File: config.mk
export PLATFORM = sky130hd
export DESIGN_NAME = ir_command_receiver
export DESIGN_NICKNAME = d
export VERILOG_FILES = /design/src/rtl/ir_command_receiver_pkg.sv /design/src/rtl/ir_command_receiver_edge_sync.sv /design/src/rtl/ir_command_receiver.sv
export SDC_FILE = /design/constraint.sdc
export NUM_CORES = 1
export LEC_CHECK = 0
export CAP_MARGIN = 30
export CORE_AREA = 2 2 93 117
export DETAILED_ROUTE_END_ITERATION = 6
export DIE_AREA = 0 0 95 119
export GPL_TIMING_DRIVEN = 0
export PLACE_DENSITY = 0.66
export REMOVE_ABC_BUFFERS = 1
export SLEW_MARGIN = 10
export SYNTH_ARGS = -nofsm -noshare
export SYNTH_HDL_FRONTEND = slang
export SYNTH_SLANG_ARGS = --single-unit
File: constraint.sdc
create_clock -name clock -period 8.2 [get_ports clock]
set_input_delay 1.64 -clock clock [delete_from_list [all_inputs] [get_ports clock]]
set_output_delay 1.64 -clock clock [all_outputs]
set_load 0.01 [all_outputs]
File: src/rtl/ir_command_receiver_pkg.sv
// Shared definitions for the IR command receiver.
//
// Contents:
//   - ir_state_t    : receiver FSM state encoding (exposed on the debug port)
//   - command field : bit positions of the angle and distance fields
//   - T_*           : default pulse timing in 25 MHz clock cycles
//   - counter widths used by the receiver datapath
package ir_command_receiver_pkg;

    typedef enum logic [2:0] {
        S_IDLE  = 3'd0,
        S_START = 3'd1,
        S_GAP   = 3'd2,
        S_BIT   = 3'd3,
        S_DONE  = 3'd4
    } ir_state_t;

    // Command layout: angle in 15-degree steps, distance in 4-inch steps.
    localparam int CMD_W     = 12;
    localparam int ANGLE_MSB = 11;
    localparam int ANGLE_LSB = 7;
    localparam int DIST_MSB  = 6;
    localparam int DIST_LSB  = 0;

    // Default pulse timing at 25 MHz.
    localparam int T_START_MIN     = 45000;    // 1.8 ms
    localparam int T_START_MAX     = 75000;    // 3.0 ms, also the per-mark timeout
    localparam int T_ONE_MIN       = 22500;    // 0.9 ms
    localparam int T_ZERO_MIN      = 7500;     // 0.3 ms
    localparam int T_GAP_MAX       = 30000;    // 1.2 ms
    localparam int T_REPEAT_WINDOW = 2500000;  // 100 ms

    // Width counter and the one-bit-wider view used for comparisons.
    localparam int WIDTH_W   = 18;
    localparam int ELAPSED_W = WIDTH_W + 1;
    localparam int BIT_CNT_W = 4;

endpackage

File: src/rtl/ir_command_receiver_edge_sync.sv
// ir_edge_sync: input conditioning for a raw demodulated IR line.
//
// Two-flop synchronizer, polarity normalisation (level=1 means carrier
// present, i.e. "mark") and single-cycle rise/fall strobes derived by
// comparing the normalised level with its registered previous value.
// Also used by the base-station debug receiver.
//
// Parameters:
//   ACTIVE_HIGH  0: raw line is pulled low during a mark; 1: high during a mark
// Ports:
//   clock  in   system clock
//   reset  in   synchronous, active-high; both synchronizer flops load the
//               inactive line level so no spurious edge follows reset
//   raw    in   asynchronous IR line
//   level  out  synchronized, normalised line (1 = mark)
//   rise   out  one-cycle strobe at the start of a mark
//   fall   out  one-cycle strobe at the end of a mark
module ir_edge_sync
    import ir_command_receiver_pkg::*;
#(
    parameter int ACTIVE_HIGH = 0
) (
    input  logic clock,
    input  logic reset,
    input  logic raw,
    output logic level,
    output logic rise,
    output logic fall
);

    localparam logic IDLE_LEVEL = (ACTIVE_HIGH != 0) ? 1'b0 : 1'b1;

    logic sync1;
    logic sync2;
    logic prev;

    always_ff @(posedge clock) begin
        if (reset) begin
            sync1 <= IDLE_LEVEL;
            sync2 <= IDLE_LEVEL;
            prev  <= 1'b0;
        end else begin
            sync1 <= raw;
            sync2 <= sync1;
            prev  <= level;
        end
    end

    assign level = (ACTIVE_HIGH != 0) ? sync2 : ~sync2;
    assign rise  = level & ~prev;
    assign fall  = ~level & prev;

endmodule

File: src/rtl/ir_command_receiver.sv
// ir_command_receiver: SIRC-style IR frame decoder feeding the rover motor
// sequencer.
//
// A frame is one start mark followed by 12 pulse-width-coded bits, LSB
// first. Each bit is a space followed by a mark whose length selects 0 or 1.
// A decoded command is parked in a one-deep "pending" slot (latest frame
// wins) and handed over as a one-cycle command_ready strobe only while the
// sequencer reports idle.
//
// Optional feature (macro IR_REPEAT_SUPPRESS_EN): drop a frame that repeats
// the last accepted command within REPEAT_WINDOW cycles of the previous
// completed frame, so a held remote button issues a single command.
//
// Ports:
//   clock            in   25 MHz system clock
//   reset            in   synchronous, active-high
//   ir_in            in   raw demodulated IR, asynchronous
//   downstream_idle  in   sequencer can accept a command
//   command_ready    out  one-cycle strobe, command valid this cycle
//   command[11:0]    out  decoded command, held until the next strobe
//   frame_error      out  one-cycle strobe on a malformed/aborted frame
//   state[2:0]       out  FSM state for debug
//
// Handshake: command_ready is a pure strobe with no back-pressure. It is only
// raised in a cycle that follows a cycle where downstream_idle was high with
// a command pending; command is updated in that same cycle and then held.
module ir_command_receiver
    import ir_command_receiver_pkg::*;
#(
    parameter int IR_ACTIVE_HIGH = 0,
    parameter int START_MIN      = T_START_MIN,
    parameter int START_MAX      = T_START_MAX,
    parameter int ONE_MIN        = T_ONE_MIN,
    parameter int ZERO_MIN       = T_ZERO_MIN,
    parameter int GAP_MAX        = T_GAP_MAX
`ifdef IR_REPEAT_SUPPRESS_EN
    ,
    parameter int REPEAT_WINDOW  = T_REPEAT_WINDOW
`endif
) (
    input  logic             clock,
    input  logic             reset,
    input  logic             ir_in,
    input  logic             downstream_idle,
    output logic             command_ready,
    output logic [CMD_W-1:0] command,
    output logic             frame_error,
    output logic [2:0]       state
);

    localparam logic [WIDTH_W-1:0]   WIDTH_SAT   = WIDTH_W'(START_MAX + 1);
    localparam logic [ELAPSED_W-1:0] START_MIN_E = ELAPSED_W'(START_MIN);
    localparam logic [ELAPSED_W-1:0] START_MAX_E = ELAPSED_W'(START_MAX);
    localparam logic [ELAPSED_W-1:0] ONE_MIN_E   = ELAPSED_W'(ONE_MIN);
    localparam logic [ELAPSED_W-1:0] ZERO_MIN_E  = ELAPSED_W'(ZERO_MIN);
    localparam logic [ELAPSED_W-1:0] GAP_MAX_E   = ELAPSED_W'(GAP_MAX);
    localparam logic [BIT_CNT_W-1:0] LAST_BIT    = BIT_CNT_W'(CMD_W - 1);

    // ------------------------------------------------------------------
    // Input conditioning
    // ------------------------------------------------------------------
    logic mark;
    logic rise;
    logic fall;

    ir_edge_sync #(
        .ACTIVE_HIGH(IR_ACTIVE_HIGH)
    ) u_edge_sync (
        .clock(clock),
        .reset(reset),
        .raw  (ir_in),
        .level(mark),
        .rise (rise),
        .fall (fall)
    );

    // ------------------------------------------------------------------
    // Width counter
    // ------------------------------------------------------------------
    // The counter is cleared by the edge strobe, so it lags the line by one
    // cycle. elapsed = width + 1 is the number of cycles the previous level
    // has lasted; in an edge cycle it is exactly the length of the mark or
    // space that just ended, which is what the thresholds are written for.
    logic [WIDTH_W-1:0]   width;
    logic [ELAPSED_W-1:0] elapsed;

    assign elapsed = {1'b0, width} + ELAPSED_W'(1);

    always_ff @(posedge clock) begin
        if (reset) begin
            width <= '0;
        end else if (rise || fall) begin
            width <= '0;
        end else if (width != WIDTH_SAT) begin
            width <= width + WIDTH_W'(1);
        end
    end

    // ------------------------------------------------------------------
    // Frame FSM
    // ------------------------------------------------------------------
    ir_state_t state_q;
    ir_state_t state_next;

    logic [BIT_CNT_W-1:0] bit_cnt;
    logic [CMD_W-1:0]     shift;

    logic err_next;
    logic bit_clr;
    logic bit_inc;
    logic shift_wr;
    logic bit_val;
    logic done;

    assign bit_val = (elapsed >= ONE_MIN_E);

    always_comb begin
        state_next = state_q;
        err_next   = 1'b0;
        bit_clr    = 1'b0;
        bit_inc    = 1'b0;
        shift_wr   = 1'b0;
        done       = 1'b0;

        case (state_q)
            S_IDLE: begin
                if (rise) begin
                    state_next = S_START;
                end
            end

            S_START: begin
                if (fall) begin
                    if ((elapsed >= START_MIN_E) && (elapsed <= START_MAX_E)) begin
                        state_next = S_GAP;
                        bit_clr    = 1'b1;
                    end else begin
                        err_next   = 1'b1;
                        state_next = S_IDLE;
                    end
                end else if (mark && (elapsed > START_MAX_E)) begin
                    err_next   = 1'b1;
                    state_next = S_IDLE;
                end
            end

            S_GAP: begin
                // Timeout takes priority so a space of GAP_MAX+1 cycles is
                // rejected even when the next mark starts in that cycle.
                if (elapsed > GAP_MAX_E) begin
                    err_next   = 1'b1;
                    state_next = S_IDLE;
                end else if (rise) begin
                    state_next = S_BIT;
                end
            end

            S_BIT: begin
                if (fall) begin
                    if ((elapsed < ZERO_MIN_E) || (elapsed >= START_MIN_E)) begin
                        err_next   = 1'b1;
                        state_next = S_IDLE;
                    end else begin
                        shift_wr = 1'b1;
                        if (bit_cnt == LAST_BIT) begin
                            state_next = S_DONE;
                        end else begin
                            bit_inc    = 1'b1;
                            state_next = S_GAP;
                        end
                    end
                end else if (mark && (elapsed > START_MAX_E)) begin
                    err_next   = 1'b1;
                    state_next = S_IDLE;
                end
            end

            S_DONE: begin
                done       = 1'b1;
                state_next = S_IDLE;
            end

            default: begin
                state_next = S_IDLE;
            end
        endcase
    end

    // ------------------------------------------------------------------
    // Frame acceptance
    // ------------------------------------------------------------------
    logic accept;

`ifdef IR_REPEAT_SUPPRESS_EN
    localparam int              REP_W   = $clog2(REPEAT_WINDOW + 1);
    localparam logic [REP_W-1:0] REP_SAT = REP_W'(REPEAT_WINDOW);

    logic [CMD_W-1:0] last_cmd;
    logic [REP_W-1:0] since;

    // A repeat restarts the window as well, so a held button stays quiet.
    assign accept = done && !((shift == last_cmd) && (since < REP_SAT));

    always_ff @(posedge clock) begin
        if (reset) begin
            last_cmd <= '0;
            since    <= REP_SAT;
        end else begin
            if (done) begin
                since <= '0;
            end else if (since != REP_SAT) begin
                since <= since + REP_W'(1);
            end
            if (accept) begin
                last_cmd <= shift;
            end
        end
    end
`else
    assign accept = done;
`endif

    // ------------------------------------------------------------------
    // Datapath and sequencer handshake
    // ------------------------------------------------------------------
    logic             pending;
    logic [CMD_W-1:0] pending_cmd;
    logic             issue;

    // Issue samples the slot as it was at the start of the cycle; a frame
    // finishing in the same cycle refills the slot for a later hand-over.
    assign issue = pending && downstream_idle;

    always_ff @(posedge clock) begin
        if (reset) begin
            state_q       <= S_IDLE;
            bit_cnt       <= '0;
            shift         <= '0;
            pending       <= 1'b0;
            pending_cmd   <= '0;
            command       <= '0;
            command_ready <= 1'b0;
            frame_error   <= 1'b0;
        end else begin
            state_q     <= state_next;
            frame_error <= err_next;

            if (bit_clr) begin
                bit_cnt <= '0;
                shift   <= '0;
            end else if (bit_inc) begin
                bit_cnt <= bit_cnt + BIT_CNT_W'(1);
            end

            if (shift_wr) begin
                shift[bit_cnt] <= bit_val;
            end

            if (accept) begin
                pending     <= 1'b1;
                pending_cmd <= shift;
            end else if (issue) begin
                pending <= 1'b0;
            end

            command_ready <= issue;
            if (issue) begin
                command[ANGLE_MSB:ANGLE_LSB] <= pending_cmd[ANGLE_MSB:ANGLE_LSB];
                command[DIST_MSB:DIST_LSB]   <= pending_cmd[DIST_MSB:DIST_LSB];
            end
        end
    end

    assign state = state_q;

endmodule
==> results of run 1 <==
-- through the flow --
stage / setup WS (ps) / util (%) / power [W]
floorplan: 4510 / - / 0.000353
global placement: 3780 / 40.4 / 0.000364
detailed placement: 3790 / 40.6 / 0.000365
CTS: 3760 / 43.6 / 0.000767
global route: 3410 / 43.6 / 0.000786
finish: 3670 / 43.6 / 0.000761
-- power breakdown --
part | internal, W | switching [W]
Sequential | 0.000328 | 0.00000638
Clock | 0.000241 | 0.000162
Combinational | 0.00000869 | 0.0000153
-- worst paths after layout --
path	end	start	slack (ps)
max reg2reg	shift[3]$_SDFF_PP0_	width[1]$_SDFFE_PP0P_	3670
min	u_edge_sync.sync2$_SDFF_PP1_	u_edge_sync.sync1$_SDFF_PP1_	420
min reg2reg	u_edge_sync.sync2$_SDFF_PP1_	u_edge_sync.sync1$_SDFF_PP1_	420
max	shift[3]$_SDFF_PP0_	width[1]$_SDFFE_PP0P_	3670
-- synth_stat cells (2+ instances only) --
master                     instances  area share, %
sky130_fd_sc_hd__buf_4             2           0.38
sky130_fd_sc_hd__a211oi_1          4           0.75
sky130_fd_sc_hd__o31ai_1          12            2.3
sky130_fd_sc_hd__nor2_1           30            2.8
sky130_fd_sc_hd__and4b_1           4            1.0
sky130_fd_sc_hd__a22oi_1           2           0.38
sky130_fd_sc_hd__and2_1            5           0.78
sky130_fd_sc_hd__o21ai_0          27            3.4
sky130_fd_sc_hd__inv_1            27            2.5
sky130_fd_sc_hd__nand3b_1          3           0.56
sky130_fd_sc_hd__and4_1            3           0.66
sky130_fd_sc_hd__a211o_1           2           0.44
sky130_fd_sc_hd__nand2b_1         12            1.9
sky130_fd_sc_hd__or2_2             5           0.78
sky130_fd_sc_hd__o311ai_0          2           0.44
sky130_fd_sc_hd__clkbuf_1         29            2.7
sky130_fd_sc_hd__nand3_1          16            2.0
sky130_fd_sc_hd__buf_6             2           0.56
sky130_fd_sc_hd__nor2b_1           5           0.78
sky130_fd_sc_hd__a31oi_1          12            1.9
sky130_fd_sc_hd__xnor2_1          14            3.1
sky130_fd_sc_hd__buf_2             7           0.88
sky130_fd_sc_hd__o211a_1           3           0.75
sky130_fd_sc_hd__nand4_2           3           0.94
sky130_fd_sc_hd__nor4_2            2           0.63
sky130_fd_sc_hd__o311a_1           2           0.50
sky130_fd_sc_hd__mux2i_1           2           0.50
sky130_fd_sc_hd__dfxtp_1          67             34
sky130_fd_sc_hd__mux2_2            2           0.56
sky130_fd_sc_hd__nand4_1           9            1.4
sky130_fd_sc_hd__a21oi_1          41            5.1
sky130_fd_sc_hd__or3_1             9            1.4
sky130_fd_sc_hd__ha_1              8            2.5
sky130_fd_sc_hd__o211ai_1          4           0.75
sky130_fd_sc_hd__nor4_1           10            1.6
sky130_fd_sc_hd__nor3_1           14            1.8
sky130_fd_sc_hd__xor2_1            4           0.88
sky130_fd_sc_hd__o22ai_1           2           0.31
sky130_fd_sc_hd__and3_1            5           0.78
sky130_fd_sc_hd__a311oi_1          3           0.66
sky130_fd_sc_hd__nand2_1          73            6.9
sky130_fd_sc_hd__or4_1            10            1.9
-- metal layers --
metal / up-vias / GRT usage, %
li1: 1862 / -
met1: 1759 / 22.7
met2: 83 / 28.2
met3: 23 / 3.67
met4: 2 / 6.70
met5: - / 0
-- cells by family after synthesis --
| kind of cell | after synthesis |
|---|---|
| flip-flops | 67 |
| buffers and inverters | 67 |
| AO/OA/AOI/OAI | 130 |
| adder cells (fa/ha/maj) | 8 |
| XOR/XNOR | 19 |
| multiplexers | 4 |
| AND/OR/NAND/NOR | 225 |
-- flip-flops by register name, indices dropped and copies added (netlist names) --
signal and cells:
command 12, width 18, u_edge_sync.sync2 1, state 3, pending 1, frame_error 1, command_ready 1, u_edge_sync.sync1 1
u_edge_sync.prev 1, bit_cnt 4, pending_cmd 12, shift 12
-- worst max-delay path, stage by stage (launching register included) --
cell and delay, ps:
sky130_fd_sc_hd__dfxtp_1 660, sky130_fd_sc_hd__ha_1 790, sky130_fd_sc_hd__nand4_2 360, sky130_fd_sc_hd__nor2_1 470
sky130_fd_sc_hd__a31oi_1 150, sky130_fd_sc_hd__nor3_1 400, sky130_fd_sc_hd__nand3_1 210, sky130_fd_sc_hd__a2111o_1 710
sky130_fd_sc_hd__or4_1 600, sky130_fd_sc_hd__o31ai_1 80
-- area by class of cell --
class	instances	area [um^2]	share of cell area (%)
sequential	67	1340	29.7
inverter	27	101	2.24
multi-input combinational	386	2380	52.6
clock inverter	7	83.8	1.86
clock buffer	9	225	4.99
timing repair buffer	23	224	4.96
tap	132	165	3.66
==> results.txt, run 1 <==
The post-synthesis instance area is 0.00400 mm^2. The fill cell instance count of the final layout is 1,050. The first-pass iteration count of the detailed router came out at 5.

In this run, synthesis inferred 0 flip-flops with an integrated enable. 21 I/O pins were placed. The max-cap violation count is 0. The library cell used most frequently in the layout, excluding fill and tap cells, is sky130_fd_sc_hd__nand2_1. The count of nets after finishing is 526.

The overall via count from detail_route is 3,729. The number of antenna violations at the first check in global routing is 1. For this run, the number of Yosys warnings is 0.

The number of remaining DRC errors came out at 0. Global routing used 17.5% of the available tracks. CTS built an H-tree with a depth of 3. The global placement routability congestion is 0.942. The sequential fraction of the synthesis area is 33.5%. After clock tree synthesis, the repair step resized 0 gates. Setup repair after global routing left no endpoint under its margin. The pin count of the biggest net entering global routing is 30. The worst path uses 55.3% of the clock period.

The clock period could shrink to 4530 ps. The post-synthesis async set-or-reset flop share came out at 0%. In this run the deepest clock path goes through 2 buffers. The share of the synthesized area in compound gates (AO/OA/AOI/OAI) is 20.9%. The starting density of the core came out at 38.6%. The final-layout worst hold slack is 417 ps. The number of nets with antenna violations after detailed routing came out at 0. The vias per cell is 5.73. The parity-gate share of the synthesized area counting xor and xnor cells came out at 4.35%.

Summed over all layers, the routed wires come to 9710 um. Once placement finished, the instance area stood at 0.00420 mm^2. The TritonCTS clock tree is done.

Of the post-synthesis cell area, the part taken by muxes is 1.06%. The total congestion overflow after global routing came out at 0. The count of state elements after synthesis came out at 67. The placed cell count is 634.

On the final layout, the worst clock skew is 7.17 ps. The height of the die came out at 119 um. The wire length on met2 is 4700 um.

After synthesis, the largest family of logic cells by area is simple AND/OR/NAND/NOR gates. The number of different library cells used by synthesis comes to 64. In the final routing, the length of wire on met1 measures 4400 um. The synthesized area divided by synthesized cell count is 7.69 um^2. The power per standard cell area is 168 mW/mm^2.

In the layout the commonest cells are sky130_fd_sc_hd__nand2_1, sky130_fd_sc_hd__dfxtp_1, sky130_fd_sc_hd__a21oi_1, sky130_fd_sc_hd__nor2_1. The estimated wirelength of the detail-placed design is 7000 um. The standard cell core area is 0.0104 mm^2. The routed length on met3 is 393 um.

The number of clock buffers inserted by TritonCTS is 9. In this run the worst hold path is classified as flop to flop. The run finished with clean final reports. The detailed router used layers up to and including met5.

The post-route cell area came out at 0.00452 mm^2. The data required time of the worst path is 8440 ps. The fmax came out at 221 MHz. The total number of clock tree sinks came out at 67. The post-synthesis instance total came out at 520. The endpoint arrival time on the critical path is 4780 ps. At the pin with the least slew margin, the transition time is 847 ps.

The count of buffers from port buffering is 20. The instance count along the most critical hold path came out at 1. STA classifies the critical path startpoint as a flop. The total setup buffers inserted after CTS came out at 0. The layout cell share with drive strength beyond 1 is 6.94%.

The leakage power figure is 1.43 nW. The setup TNS after final layout is 0 ps. The die boundary width is 95 um.

Along the worst path, the maximum fanout reaches 29. Clock-pin slew was measured on the worst setup and hold paths at 60 ps. The root buffer cell is sky130_fd_sc_hd__clkbuf_16. The sort of element at the end of the critical path is a flop. Among all flip-flop cells after synthesis, the most frequent one is sky130_fd_sc_hd__dfxtp_1. The first-pass GRT wire length is 15,800 um. 0 antenna diodes ended up in the layout. The cts-stage hold buffer count is 0. Compared with the post-synthesis result, the final layout area differs by 12.9%.

The worst slew margin relative to its limit is 43.0%. The hold violation count in the final report is 0. The simple-gate area share of the yosys netlist is 30.6%. The path depth of the worst reg2reg path came out at 9. The number of cells in the finished layout apart from fillers came out at 651.

The number of DRC violations after detailed-routing iteration 0 came out at 171. The post-detailed-route wirelength per cell came out at 14.9 um. Setup violations remaining at the end of the flow were counted as 0. The setup path with the least slack is of type flop to flop. Summing the areas of all fa, ha and maj instances in the mapped netlist gives 2.50% of the synthesized area. The number of global-route vias before repair is 3,235. The max-slew violation total from the final report was 0.

The full die area came out at 0.0113 mm^2. For the worst-skew pair, the clock arrives at the later sink with an insertion delay of 330 ps. The floorplan has 42 rows.

The worst-case vdd ir drop came out at 0.0916 mV.
Note: power is estimated with default switching activity, not from simulation.
==> run 2, diff against run 1 <==
--- a/config.mk
+++ b/config.mk
@@ -10,7 +10,7 @@
 export DETAILED_ROUTE_END_ITERATION = 6
 export DIE_AREA = 0 0 95 119
 export GPL_TIMING_DRIVEN = 0
-export PLACE_DENSITY = 0.66
+export PLACE_DENSITY = 0.68
 export REMOVE_ABC_BUFFERS = 1
 export SLEW_MARGIN = 10
 export SYNTH_ARGS = -nofsm -noshare
==> constraint.sdc (replaced) <==
create_clock -name clock -period 3.9 [get_ports clock]
set_input_delay 0.78 -clock clock [delete_from_list [all_inputs] [get_ports clock]]
set_output_delay 0.78 -clock clock [all_outputs]
set_load 0.01 [all_outputs]
==> run 2 against run 1 <==
  * Sequential share of layout area is 0.52 points lower
  * Sequential power up 110%
  * Clock power rose to 2.5 times the previous value
  * Non-clock buffer count decreased by 1
  * Critical path depth stayed put
  * Die area is the same
  * Clock-buffer cell count did not move
==> results.txt, run 2 (synthesized netlist as in run 1, its figures left out) <==
The post-route fraction of the period consumed by the critical path is 95.6%. The cts-stage hold buffer count is 0. The count of buffers from port buffering came out at 20. The max-slew violation total from the final report was 0. The path class of the lowest-slack min-delay path is flop to flop. The startpoint identified for the worst register-to-register timing path is width[0]$_SDFFE_PP0P_.

For this block, the initial DRC count from the detailed router was 238. The detailed-route wire length on metal 1 is 4430 um. The kind of start point of the critical path is a flop.

The top routing layer in use is met4. The root buffer cell is sky130_fd_sc_hd__clkbuf_16. The final-layout worst hold slack came out at 409 ps. The number of buffers and inverters on the critical path is 0. Following the worst setup path forward leads to its endpoint at shift[2]$_SDFF_PP0_.

Counting the buffers created by CTS gives 9. The pin count of the biggest net entering global routing came out at 30. The starting density of the core came out at 38.6%. The number of buffers on the longest clock path is 2. The number of remaining DRC errors came out at 0. STA classifies the critical path endpoint as a flop. The critical path class is flop to flop.

The fmax is 268 MHz. The total number of clock tree sinks came out at 67. The area growth from synthesis to layout is 15.5%. The family with the most delay on the worst path is compound AO/OA/AOI/OAI gates. The height of the die came out at 119 um. STA puts the critical path data required time at 4150 ps.

Setup repair after global routing left no endpoint under its margin. The peak fanout along the critical path is 29. The critical path depth in cells is 9. Global routing used 18.6% of the available tracks across all layers. The total congestion overflow after global routing came out at 0. The hold violation count in the final report is 0.

The I/O pin count came out at 21. The number of antenna violations at the first check in global routing came out at 0. The first TritonRoute pass finished after 5 iterations. The number of diodes is 0. The critical path's largest stage delay is 620 ps. The estimated wirelength of the detail-placed design came out at 7080 um.

The die covers 0.0113 mm^2. The top cell types in the final layout, fill and taps aside, are sky130_fd_sc_hd__nand2_1, sky130_fd_sc_hd__dfxtp_1, sky130_fd_sc_hd__a21oi_1, sky130_fd_sc_hd__nor2_1. The number of nets with antenna violations after detailed routing came out at 0. The part of the power in registers came out at 39.6%. Summed over all layers, the routed wires come to 10,100 um. The final route contains 3,762 vias. After clock tree synthesis, the setup repair step added 0 buffers. In this run the tightest slew margin relative to its limit is 38.3%. The measured slew at the worst slew-check pin came out at 903 ps. In this run the static leakage power is 1.46 nW. The source of the worst hold timing path is u_edge_sync.sync1$_SDFF_PP1_. The launching instance or port of the critical path is width[0]$_SDFFE_PP0P_. The portion of total power attributed to the clock network came out at 57.5%. The worst-case vdd ir drop came out at 0.186 mV.

The flow ran to the end, and the final reports show no timing, DRC or antenna violations. The clock period could shrink to 3730 ps. The leading cell type in the layout, fill and taps excluded is sky130_fd_sc_hd__nand2_1. The total of endpoints with negative setup slack in the final report came out at 0. The placed cell area came out at 0.00420 mm^2. The floorplan has 42 rows. The max-cap violation count is 0.

The first global-routing pass estimated 16,500 um of wire. Among all stages on the critical path, the largest delay is contributed by sky130_fd_sc_hd__a2111o_2. The wire length on met2 is 5060 um. Summed over all nets, the switching power comes to 0.000374 W. The reg-to-reg setup timing slack is 170 ps.

The worst setup skew after layout came out at 7.88 ps. The latest clock arrival within the worst-skew pair came out at 340 ps. Overall power consumption after layout is estimated at 0.00178 W.

After clock tree synthesis, the clock-pin slew on the worst setup and hold paths is 60 ps. Traced cell by cell, the critical path runs through ha_4 > nand4_2 > mux2_2 > o32a_1 > nand2b_1 > o311a_1 > a2111o_2 > or4_1 > o31ai_1. The power per standard cell area came out at 385 mW/mm^2. The maximum level of the CTS H-tree came out at 3.

The global placement routability congestion is 0.904. The post-detailed-route wirelength per cell came out at 15.5 um. The flip-flop count of the largest register after layout is 18. More flip-flops sit in one register than any other, and that register is width. The part of the total power dissipated in combinational logic is 2.9%.

Data arrives at the worst endpoint at 3980 ps. The post-route cell area is 0.00462 mm^2. The endpoint identified for the worst register-to-register timing path is shift[2]$_SDFF_PP0_.

TritonCTS built the clock tree. The standard cell core area came out at 0.0104 mm^2. In the routed layout, each cell is associated on average with a via count of 5.79. The worst register-to-register path has a depth of 9. The layout cell share with drive strength beyond 1 came out at 9.07%. The count of nets after finishing is 525. The number of global-route vias before repair came out at 3,391. At the end of the flow the core is filled with cells to 44.6%. Net switching is 21.0% of the power. The internal power of the cells totals 0.00141 W. The die boundary width is 95 um. Summed over all nets, wire length on met3 after detailed routing comes to 366 um.
[run 2: changes by cell type in the layout (fill, tap and decap cells not counted), moves of 2 or more]
cell	delta
sky130_fd_sc_hd__dfxtp_1	-5
sky130_fd_sc_hd__bufinv_16	+3
sky130_fd_sc_hd__dfxtp_2	+5
sky130_fd_sc_hd__clkinv_4	-2
[run 2: final cells by class]
cell class                 instances  area [um^2]
sequential                        67         1350
tap                              132          165
fill                            1006         5730
clock buffer                       9          225
timing repair buffer              22          220
inverter                          27          101
clock inverter                     7          146
multi-input combinational        386         2410
[run 2: how the worst min path moves through the flow]
stage | to | slack [ps] | depth (start not counted)
floorplan | u_edge_sync.sync2$_SDFF_PP1_ | 390 | 1
finish | u_edge_sync.sync2$_SDFF_PP1_ | 410 | 1
global route | u_edge_sync.sync2$_SDFF_PP1_ | 430 | 1
detailed placement | u_edge_sync.sync2$_SDFF_PP1_ | 400 | 1
global placement | u_edge_sync.sync2$_SDFF_PP1_ | 390 | 1
CTS | u_edge_sync.sync2$_SDFF_PP1_ | 410 | 1
[run 2: through the flow]
stage | instances | setup TNS (ps) | setup slack, ps
final | 650 | 0 | 173
after CTS | 649 | 0 | 6.15
after detailed placement | 633 | -7690 | -519
after floorplan | 480 | 0 | 207
after global placement | 632 | -6380 | -454
after global routing | 650 | 0 | 2.37
[run 2: power by group through the flow]
stage          logic (W)  registers (W)  clock network (W)
3_3_place_gp   0.0000479       0.000717                  0
5_1_grt        0.0000564       0.000706            0.00107
2_1_floorplan  0.0000289       0.000713                  0
6_report       0.0000514       0.000704            0.00102
3_5_place_dp   0.0000499       0.000718                  0
4_1_cts        0.0000508       0.000704            0.00104
[run 2: layer usage]
| layer | up-vias | track usage (%) |
|---|---|---|
| li1 | 1858 | - |
| met1 | 1776 | 22.2 |
| met2 | 108 | 31.5 |
| met3 | 20 | 4.55 |
| met4 | 0 | 7.34 |
| met5 | - | 0 |
[run 2: timing repair]
action	in CTS	in global routing
endpoints found under the setup margin	20	16
cloned	0	0
pin swaps	0	1
resized for setup	7	6
